### src/rtl/count_ext_display.sv
// count_ext_display: extends a 4-bit upstream counter with an 8-bit high byte
// and shows the 12-bit result on a 3-digit multiplexed hex 7-segment display.
// Optional feature macro: LEAD_ZERO_BLANK_EN (blanks leading-zero digits D2/D1).
module count_ext_display #(
  parameter int unsigned SCAN_DIV       = 1000,
  parameter bit          SEG_ACTIVE_LOW = 1'b1
) (
  input  logic        clk,
  input  logic        mr,
  input  logic [3:0]  q_in,
  input  logic        co_in,
  input  logic        hold,
  input  logic        clr_hi,
  output logic [11:0] value,
  output logic        ovf,
  output logic [2:0]  an,
  output logic [6:0]  seg
);

  localparam int unsigned Q_W   = 4;
  localparam int unsigned HI_W  = 8;
  localparam int unsigned VAL_W = Q_W + HI_W;
  localparam int unsigned CNT_W = 16;
  localparam int unsigned SEG_W = 7;

  localparam logic [CNT_W-1:0] SLOT_LAST = CNT_W'(SCAN_DIV - 1);
  localparam logic [SEG_W-1:0] SEG_OFF   = SEG_ACTIVE_LOW ? 7'h7F : 7'h00;

  typedef enum logic [1:0] {
    D0 = 2'd0,
    D1 = 2'd1,
    D2 = 2'd2
  } scan_state_e;

  logic [Q_W-1:0]   q_q;
  logic             co_q;
  logic [HI_W-1:0]  hi_q,   hi_d;
  logic             ovf_q,  ovf_d;
  logic [VAL_W-1:0] disp_q, disp_d;
  scan_state_e      state_q, state_d;
  logic [CNT_W-1:0] slot_q, slot_d;
  logic [2:0]       an_q,   an_d;
  logic [SEG_W-1:0] seg_q,  seg_d;

  logic             wrap_c;
  logic [3:0]       digit;
  logic [2:0]       sel;
  logic             blank;

  // Hex digit to active-high {g,f,e,d,c,b,a}
  function automatic logic [SEG_W-1:0] hex7(input logic [3:0] d);
    case (d)
      4'h0:    hex7 = 7'h3F;
      4'h1:    hex7 = 7'h06;
      4'h2:    hex7 = 7'h5B;
      4'h3:    hex7 = 7'h4F;
      4'h4:    hex7 = 7'h66;
      4'h5:    hex7 = 7'h6D;
      4'h6:    hex7 = 7'h7D;
      4'h7:    hex7 = 7'h07;
      4'h8:    hex7 = 7'h7F;
      4'h9:    hex7 = 7'h6F;
      4'hA:    hex7 = 7'h77;
      4'hB:    hex7 = 7'h7C;
      4'hC:    hex7 = 7'h39;
      4'hD:    hex7 = 7'h5E;
      4'hE:    hex7 = 7'h79;
      default: hex7 = 7'h71;
    endcase
  endfunction

  // A wrap is the carry dropping while the counter arrives at zero
  assign wrap_c = co_q & ~co_in & (q_in == 4'h0);

  assign value = {hi_q, q_q};
  assign ovf   = ovf_q;
  assign an    = an_q;
  assign seg   = seg_q;

  // High byte / overflow next state: clr_hi wins over a wrap
  always_comb begin
    hi_d  = hi_q;
    ovf_d = ovf_q;
    if (clr_hi) begin
      hi_d  = '0;
      ovf_d = 1'b0;
    end else if (wrap_c) begin
      hi_d = hi_q + 8'd1;
      if (hi_q == 8'hFF) ovf_d = 1'b1;
    end
  end

  // Display latch follows value unless frozen
  always_comb begin
    disp_d = disp_q;
    if (!hold) disp_d = value;
  end

  // Scan sequencing plus next an/seg, derived from the next slot position
  always_comb begin
    state_d = state_q;
    slot_d  = slot_q + 16'd1;
    an_d    = 3'b111;
    seg_d   = SEG_OFF;
    digit   = disp_q[3:0];
    sel     = 3'b110;
    blank   = 1'b0;

    if (slot_q >= SLOT_LAST) begin
      slot_d = '0;
      case (state_q)
        D0:      state_d = D1;
        D1:      state_d = D2;
        default: state_d = D0;
      endcase
    end

    case (state_d)
      D1: begin
        digit = disp_q[7:4];
        sel   = 3'b101;
`ifdef LEAD_ZERO_BLANK_EN
        blank = (disp_q[11:4] == 8'h00);
`endif
      end
      D2: begin
        digit = disp_q[11:8];
        sel   = 3'b011;
`ifdef LEAD_ZERO_BLANK_EN
        blank = (disp_q[11:8] == 4'h0);
`endif
      end
      default: begin
        digit = disp_q[3:0];
        sel   = 3'b110;
      end
    endcase

    // First cycle of each slot stays dark to avoid ghosting
    if ((slot_d != '0) && !blank) begin
      an_d  = sel;
      seg_d = SEG_ACTIVE_LOW ? ~hex7(digit) : hex7(digit);
    end
  end

  // State registers with synchronous master reset
  always_ff @(posedge clk) begin
    if (mr) begin
      q_q     <= '0;
      co_q    <= 1'b0;
      hi_q    <= '0;
      ovf_q   <= 1'b0;
      disp_q  <= '0;
      state_q <= D0;
      slot_q  <= '0;
      an_q    <= 3'b111;
      seg_q   <= SEG_OFF;
    end else begin
      q_q     <= q_in;
      co_q    <= co_in;
      hi_q    <= hi_d;
      ovf_q   <= ovf_d;
      disp_q  <= disp_d;
      state_q <= state_d;
      slot_q  <= slot_d;
      an_q    <= an_d;
      seg_q   <= seg_d;
    end
  end

endmodule

### config.mk
export PLATFORM = sky130hd
export DESIGN_NAME = count_ext_display
export DESIGN_NICKNAME = d
export VERILOG_FILES = /design/src/rtl/count_ext_display.sv
export SDC_FILE = /design/constraint.sdc
export NUM_CORES = 1
export LEC_CHECK = 0
export CORE_ASPECT_RATIO = 1.4
export CORE_MARGIN = 4
export CORE_UTILIZATION = 35
export CTS_BUF_LIST = sky130_fd_sc_hd__clkbuf_4 sky130_fd_sc_hd__clkbuf_8
export CTS_CLUSTER_DIAMETER = 120
export DETAILED_ROUTE_END_ITERATION = 8
export PLACE_DENSITY = 0.56
export SETUP_SLACK_MARGIN = 0.4
export SLEW_MARGIN = 20
export SYNTH_ARGS = -nofsm -noshare
export SYNTH_HDL_FRONTEND = slang
export SYNTH_SLANG_ARGS = --single-unit
### constraint.sdc
create_clock -name clk -period 3.01 [get_ports clk]
set_input_delay 0.602 -clock clk [delete_from_list [all_inputs] [get_ports clk]]
set_output_delay 0.602 -clock clk [all_outputs]
set_load 0.02 [all_outputs]
==> results.json, run 1 <==
{
  "fp.dieW_um": 76.2,
  "grt_pass1_vias": 1862,
  "drtIter0Drc": 45,
  "r2r_start": "slot_q[1]",
  "synth.area.top_cells": "dfxtp_1 47%, mux2i_1 7.0%, nor2_1 6.3%",
  "final-max-slew-violation-count": 0,
  "overflow": 0,
  "arrival_ns": 3.09,
  "dieArea_um2": 7880,
  "place_hpwl_mm": 3.49,
  "status": "finished, final reports clean",
  "reg2reg_depth": 14,
  "core-area_um2": 6250,
  "nFillCells": 608,
  "required_ns": 3.20,
  "ys.flop_type": "dfxtp_1",
  "synth_cell_type_count": 39,
  "setup_tns_ns": 0,
  "max_cap_viol_count": 0,
  "boundaryPins": 32,
  "ant_nets": 0,
  "clockBufferDepth": 2,
  "drive_above_1_share": 0.210,
  "p_sw_w": 0.000338,
  "fin_cells": 372,
  "insertion_delay_ns": 0.30,
  "syn_inst": 241,
  "cp-start-kind": "register",
  "n_antenna_cell": 0,
  "gp_congestion": 0.796,
  "skew_ns": 0.00608,
  "seqPwrFrac": 0.507,
  "die_y_um": 103,
  "wire_per_inst_um": 12.4,
  "clkTransAtPathRegs_ns": 0.09,
  "cp_max_fo": 7,
  "cts_hold_repair.buffers": 0,
  "ys_ff_latch": 54,
  "routed_wl_mm": 4.61,
  "avgViaCountPerCell": 4.94,
  "p_clk_frac": 0.336,
  "dp_cells": 355,
  "internal_power_w": 0.00111,
  "hold_viol_final": 0,
  "register_area_um2": 1090,
  "endpoint": "seg[3]",
  "grt_pass1_wl_mm": 8.20,
  "cts-root-buf": "clkbuf_8",
  "synth-async-reset-ratio": 0,
  "rrSetupSlack_ns": 0.11,
  "power_density_nw_per_um2": 467,
  "grt_max_degree": 23,
  "post-route-period-util": 0.965,
  "fmax_mhz": 344,
  "min_period_ns": 2.90,
  "irDropWorstVdd_mv": 0.295,
  "tightestPinTransition_ns": 0.683,
  "r2r_end": "seg[3]",
  "final_nets": 319,
  "p_comb_frac": 0.157,
  "drt_first_pass_iters": 4,
  "multiInputGateArea_um2": 1270,
  "worstSetupPathType": "reg2reg",
  "synth_area_per_cell_um2": 9.45,
  "syn_area_um2": 2280,
  "cp-end-kind": "register",
  "htree_levels": 2,
  "setup_violations": 0,
  "via_count": 1837,
  "track_usage": 0.126,
  "hold_class": "reg2reg",
  "yosysWarningCount": 0,
  "initial_utilization": 0.364,
  "setup.worst_path.start": "slot_q[1]",
  "port_buffers": 31,
  "num_rows": 34,
  "post-synth-top-area-cell": "dfxtp_1",
  "cts_sinks": 54,
  "antenna_found_initial": 0,
  "cts_tree": "yes",
  "synth_enable_flop_cells": 0,
  "slew_headroom": 0.543,
  "synthDominantCellAreaShare": 0.474,
  "ys_seq_area_frac": 0.474,
  "cts_buffers": 5,
  "p_leak_nw": 1.20,
  "switching_share": 0.234,
  "remaining_drc_errors": 0,
  "rsz0062_at_grt": "yes",
  "area.growth.synth_to_final_pct": 35.6
}
==> final cells by class <==
class | instances | area share
multi-input cells | 174 | 0.411
flip-flops and latches | 54 | 0.352
repair buffers | 55 | 0.160
well taps | 72 | 0.0292
clock buffers | 7 | 0.0271
inverters | 9 | 0.0117
clock inverters | 1 | 0.00972
==> cells in the mapped netlist (4+ instances only) <==
master	number
xnor2_1	4
ha_1	11
o211ai_1	6
nand4_1	4
a21oi_1	7
inv_1	9
mux2i_1	16
xor2_1	8
nor2_1	38
o21ai_0	9
nand3_1	7
nand2_1	21
dfxtp_1	54
clkbuf_1	6
mux2_2	4
nor2b_1	5
or3_1	5
==> flip-flops by register name, indices dropped and copies added, names as in the netlist <==
signal,cells
slot_q,16
an,3
ovf,1
disp_q,12
state_q,2
co_q,1
hi_q,8
seg,7
q_q,4
==> per-layer routing <==
metal	vias up	track usage	share of wire
met4	0	0.0471	0.014
met2	34	0.235	0.52
li1	936	-	-
met3	5	0.0260	0.027
met5	-	0	0
met1	862	0.140	0.43
==> worst max-delay path, stage by stage (launching register included) <==
cell	delay, ns
dfxtp_4	0.36
ha_4	0.15
a21o_1	0.16
o211ai_1	0.26
nand3_2	0.16
mux2_4	0.34
inv_4	0.07
ha_4	0.22
a221o_1	0.28
o21ai_2	0.08
inv_2	0.07
ha_4	0.23
mux2_4	0.27
o21ai_2	0.10
nand2_1	0.05
==> power by group through the flow <==
stage / registers, W / logic [W] / clock network [W]
CTS: 0.000733 / 0.000214 / 0.000509
finish: 0.000732 / 0.000227 / 0.000485
detailed placement: 0.000750 / 0.000203 / 0
global route: 0.000734 / 0.000250 / 0.000530
global placement: 0.000750 / 0.000199 / 0
floorplan: 0.000753 / 0.000136 / 0
==> repair_timing <==
item | in CTS | in global routing
buffers inserted | 6 | 3
setup endpoints to repair | 7 | 7
pin swaps | 5 | 3
resized for setup | 7 | 7
cloned | 0 | 0
endpoints found under the hold margin | 0 | 0
==> logic make-up (layout without fill, tap and decap cells) <==
family,Yosys count,count (layout),synth area share
adder cells (fa/ha/maj),11,11,0.0604
other,1,6,0.00165
AO/OA/AOI/OAI,34,34,0.0999
flip-flops,54,54,0.474
XOR/XNOR,12,12,0.0461
multiplexers,20,20,0.0901
buffers and inverters,18,72,0.0307
AND/OR/NAND/NOR,91,91,0.197
==> layout by cell type (no fill, tap or decap), types with 2 or more instances in the layout <==
cell             instances
dfxtp_1                 52
nor2_1                  37
clkdlybuf4s50_1         31
buf_4                   23
nand2_1                 20
mux2i_1                 15
xor2_1                   8
o211ai_1                 6
inv_1                    6
nand3_1                  6
a21oi_1                  6
ha_4                     6
conb_1                   6
or3_1                    5
o21ai_0                  5
nor2b_1                  5
clkbuf_8                 5
o21ai_2                  4
nand4_1                  4
xnor2_1                  4
ha_1                     4
nor4_1                   2
mux2_4                   2
a221o_1                  2
inv_2                    2
and3_1                   2
mux2_2                   2
clkbuf_4                 2
==> how the worst min path moves through the flow <==
stage | start | endpoint | slack (ns) | cells past startpoint
after floorplan | slot_q[0] | slot_q[0] | 0.43 | 1
after global placement | slot_q[0] | slot_q[0] | 0.44 | 1
after detailed placement | slot_q[0] | slot_q[0] | 0.44 | 1
after CTS | slot_q[0] | slot_q[0] | 0.46 | 1
after global routing | slot_q[0] | slot_q[0] | 0.48 | 1
final | slot_q[0] | slot_q[0] | 0.46 | 1
==> stage by stage <==
stage               worst slack (ns)  power [W]  hold slack, ns   util  area (µm²)
floorplan                     0.0724   0.000890           0.428      -        2390
global placement              0.0841   0.000949           0.440  0.456        2850
detailed placement           -0.0139   0.000953           0.443  0.456        2850
CTS                            0.109    0.00146           0.457  0.485        3030
global route                 -0.0122    0.00151           0.479  0.494        3090
finish                         0.105    0.00144           0.455  0.494        3090
Note: power is estimated with default switching activity, not from simulation.
==> inputs of run 2 (changes only) <==
--- a/config.mk
+++ b/config.mk
@@ -5,6 +5,7 @@
 export SDC_FILE = /design/constraint.sdc
 export NUM_CORES = 1
 export LEC_CHECK = 0
+export ABC_AREA = 1
 export CORE_ASPECT_RATIO = 1.4
 export CORE_MARGIN = 4
 export CORE_UTILIZATION = 35
@@ -13,6 +14,7 @@
 export DETAILED_ROUTE_END_ITERATION = 8
 export PLACE_DENSITY = 0.56
 export SETUP_SLACK_MARGIN = 0.4
+export SKIP_LAST_GASP = 1
 export SLEW_MARGIN = 20
 export SYNTH_ARGS = -nofsm -noshare
 export SYNTH_HDL_FRONTEND = slang
==> run 2 against run 1 <==
Compared with the run above: cell area fell by 0.49%; global-route usage fell by 0.62 points; clock power fell by 22%; synthesized cell count rose by 28%; maximum frequency rose by 14%; non-clock buffer count fell by 15; count of clock-buffer cells in the layout fell by 2.
==> results.json, run 2 <==
{
  "rrSetupSlack_ns": 0.46,
  "power_density_nw_per_um2": 451,
  "insertion_delay_ns": 0.30,
  "ys_ff_latch": 54,
  "post-route-period-util": 0.847,
  "cp-start-kind": "register",
  "hold_depth": 2,
  "synth.area.top_cells": "dfxtp_1 46%, nand2_1 7.8%, nor2_1 6.2%",
  "fin_cells": 428,
  "synth_cell_type_count": 27,
  "top_regs": "slot_q: 16 flops, disp_q: 12 flops, hi_q: 8 flops",
  "fp.dieW_um": 77.5,
  "via_count": 2020,
  "status": "finished, final reports clean",
  "clockBufferDepth": 2,
  "hp-start": "ovf",
  "worst_hold_slack_ns": 0.483,
  "synthDominantCellAreaShare": 0.457,
  "worstSetupPathType": "reg2reg",
  "grt_pass1_wl_mm": 8.01,
  "hold_class": "reg2reg",
  "track_usage": 0.119,
  "synth_area_per_cell_um2": 7.66,
  "remaining_drc_errors": 0,
  "hold_viol_final": 0,
  "p_leak_nw": 1.20,
  "initial_utilization": 0.360,
  "r2r_start": "slot_q[0]",
  "fmax_mhz": 392,
  "antenna_found_initial": 0,
  "final-max-slew-violation-count": 0,
  "layout_common_cells": "50 x dfxtp_1, 47 x nand2_1, 38 x nor2_1, 31 x inv_1, 31 x clkdlybuf4s50_1",
  "max_cap_viol_count": 0,
  "dp_cells": 413,
  "cts-root-buf": "clkbuf_8",
  "rsz0062_at_grt": "yes",
  "largest_register_ffs": 16,
  "cts_sinks": 54,
  "setup_violations": 0,
  "tightestPinTransition_ns": 0.576,
  "setup_tns_ns": 0,
  "place_hpwl_mm": 3.56,
  "syn_area_um2": 2370,
  "dieArea_um2": 8160,
  "cp_max_fo": 6,
  "required_ns": 3.17,
  "n_antenna_cell": 0,
  "slew_headroom": 0.616,
  "irDropWorstVdd_mv": 0.246,
  "syn_inst": 309,
  "cts_buffers": 5,
  "reg2reg_depth": 16,
  "drive_above_1_share": 0.172,
  "yosysMostFrequentCell": "dfxtp_1",
  "pre_cts_ws_ns": 0.148,
  "ys.flop_type": "dfxtp_1",
  "arrival_ns": 2.71,
  "min_period_ns": 2.55,
  "layout_commonest_cell": "dfxtp_1",
  "routed_wl_mm": 4.89,
  "r2r_end": "seg[6]",
  "ant_nets": 0,
  "top_register": "slot_q",
  "num_rows": 35,
  "final_nets": 374,
  "grt_pass1_vias": 1891,
  "yosysWarningCount": 0,
  "cp-end-kind": "register",
  "drt_first_pass_iters": 4,
  "fin_ws_ns": 0.462,
  "synth_enable_flop_cells": 0,
  "final_util": 0.468,
  "worstHoldEndpoint": "ovf",
  "avgViaCountPerCell": 4.72,
  "boundaryPins": 32,
  "cts_tree": "yes",
  "htree_levels": 2,
  "overflow": 0,
  "area.growth.synth_to_final_pct": 29.9,
  "clkTransAtPathRegs_ns": 0.09,
  "setup.worst_path.start": "slot_q[0]",
  "skew_ns": 0.00641,
  "core-area_um2": 6570,
  "gp_congestion": 0.876,
  "ys_seq_area_frac": 0.457,
  "grt_max_degree": 23,
  "synth_common_cells": "54 x dfxtp_1, 49 x nand2_1, 39 x nor2_1",
  "nFillCells": 683,
  "drtIter0Drc": 90,
  "wire_per_inst_um": 11.4,
  "post-synth-top-area-cell": "dfxtp_1",
  "die_y_um": 105,
  "port_buffers": 31,
  "synth-async-reset-ratio": 0
}
run 2: cell types whose count changed after synthesis, sizes merged, moves of 6 or more:
cell,delta
a21oi,+11
inv,+28
mux2i,-16
nand2,+33
nand3,+19
nor2,+10
nor3,+8
o211ai,-6
o21ai,+21
run 2: how the worst max path moves through the flow:
stage	end	slack [ns]	cells after the start
global placement	seg[5]	0.25	18
finish	seg[6]	0.46	16
global route	seg[0]	0.36	19
floorplan	seg[0]	0.41	21
detailed placement	seg[0]	0.15	16
CTS	seg[5]	0.40	18
run 2: logic make-up (layout without fill, tap and decap cells):
kind of cell	count (synthesis)	after routing	synth area share
adders and majority gates	11	11	0.0582
buffers and inverters	44	84	0.0735
and+or+nand+nor	145	145	0.281
AOI/OAI and AO/OA	51	51	0.118
DFF	54	54	0.457
other	1	6	0.00158
xor gates and xnor gates	3	3	0.0111
run 2: repair_timing:
item | in CTS | in global routing
hold buffers | 0 | 0
endpoints found under the setup margin | 7 | 7
gates resized for setup | 8 | 26
setup buffers | 1 | 7
pin swaps | 1 | 12
run 2: power breakdown:
group	internal (W)	switching, W	total [W]
clock network	0.000157	0.000223	0.000379
registers	0.000733	0.0000105	0.000743
logic	0.000106	0.000157	0.000263
run 2: critical path, cell delays in order (launching register included):
cell and delay [ns]:
dfxtp_4 0.38, ha_4 0.17, nand2_2 0.07, nand3_2 0.09, nand3_4 0.11, nand2_8 0.08, o21ai_4 0.20, inv_2 0.07
ha_4 0.30, inv_6 0.05, o21ai_4 0.23, inv_4 0.08, ha_4 0.16, nand2_1 0.08, o21ai_0 0.09, a21oi_1 0.15
nand3_1 0.09
run 2: metal layers:
metal	vias to the layer above	GRT usage	wire length [µm]
met5	-	0	0
met4	0	0.0471	104
met3	10	0.0274	188
met2	45	0.219	2470
met1	890	0.131	2130
li1	1075	-	-
run 2: through the flow:
stage,total power [W],area (µm²)
2_1_floorplan,0.000915,2400
3_3_place_gp,0.000965,2780
3_5_place_dp,0.000965,2780
4_1_cts,0.00136,2910
5_1_grt,0.00146,3070
6_report,0.00139,3070
run 2: area by class of cell:
type / instances / area (µm²) / area share
Tap cell: 74 / 92.6 / 0.0301
Timing Repair Buffer: 40 / 378 / 0.123
Clock inverter: 2 / 10.0 / 0.00326
Inverter: 37 / 146 / 0.0476
Clock buffer: 5 / 68.8 / 0.0224
Sequential cell: 54 / 1090 / 0.354
Multi-Input combinational cell: 216 / 1290 / 0.420
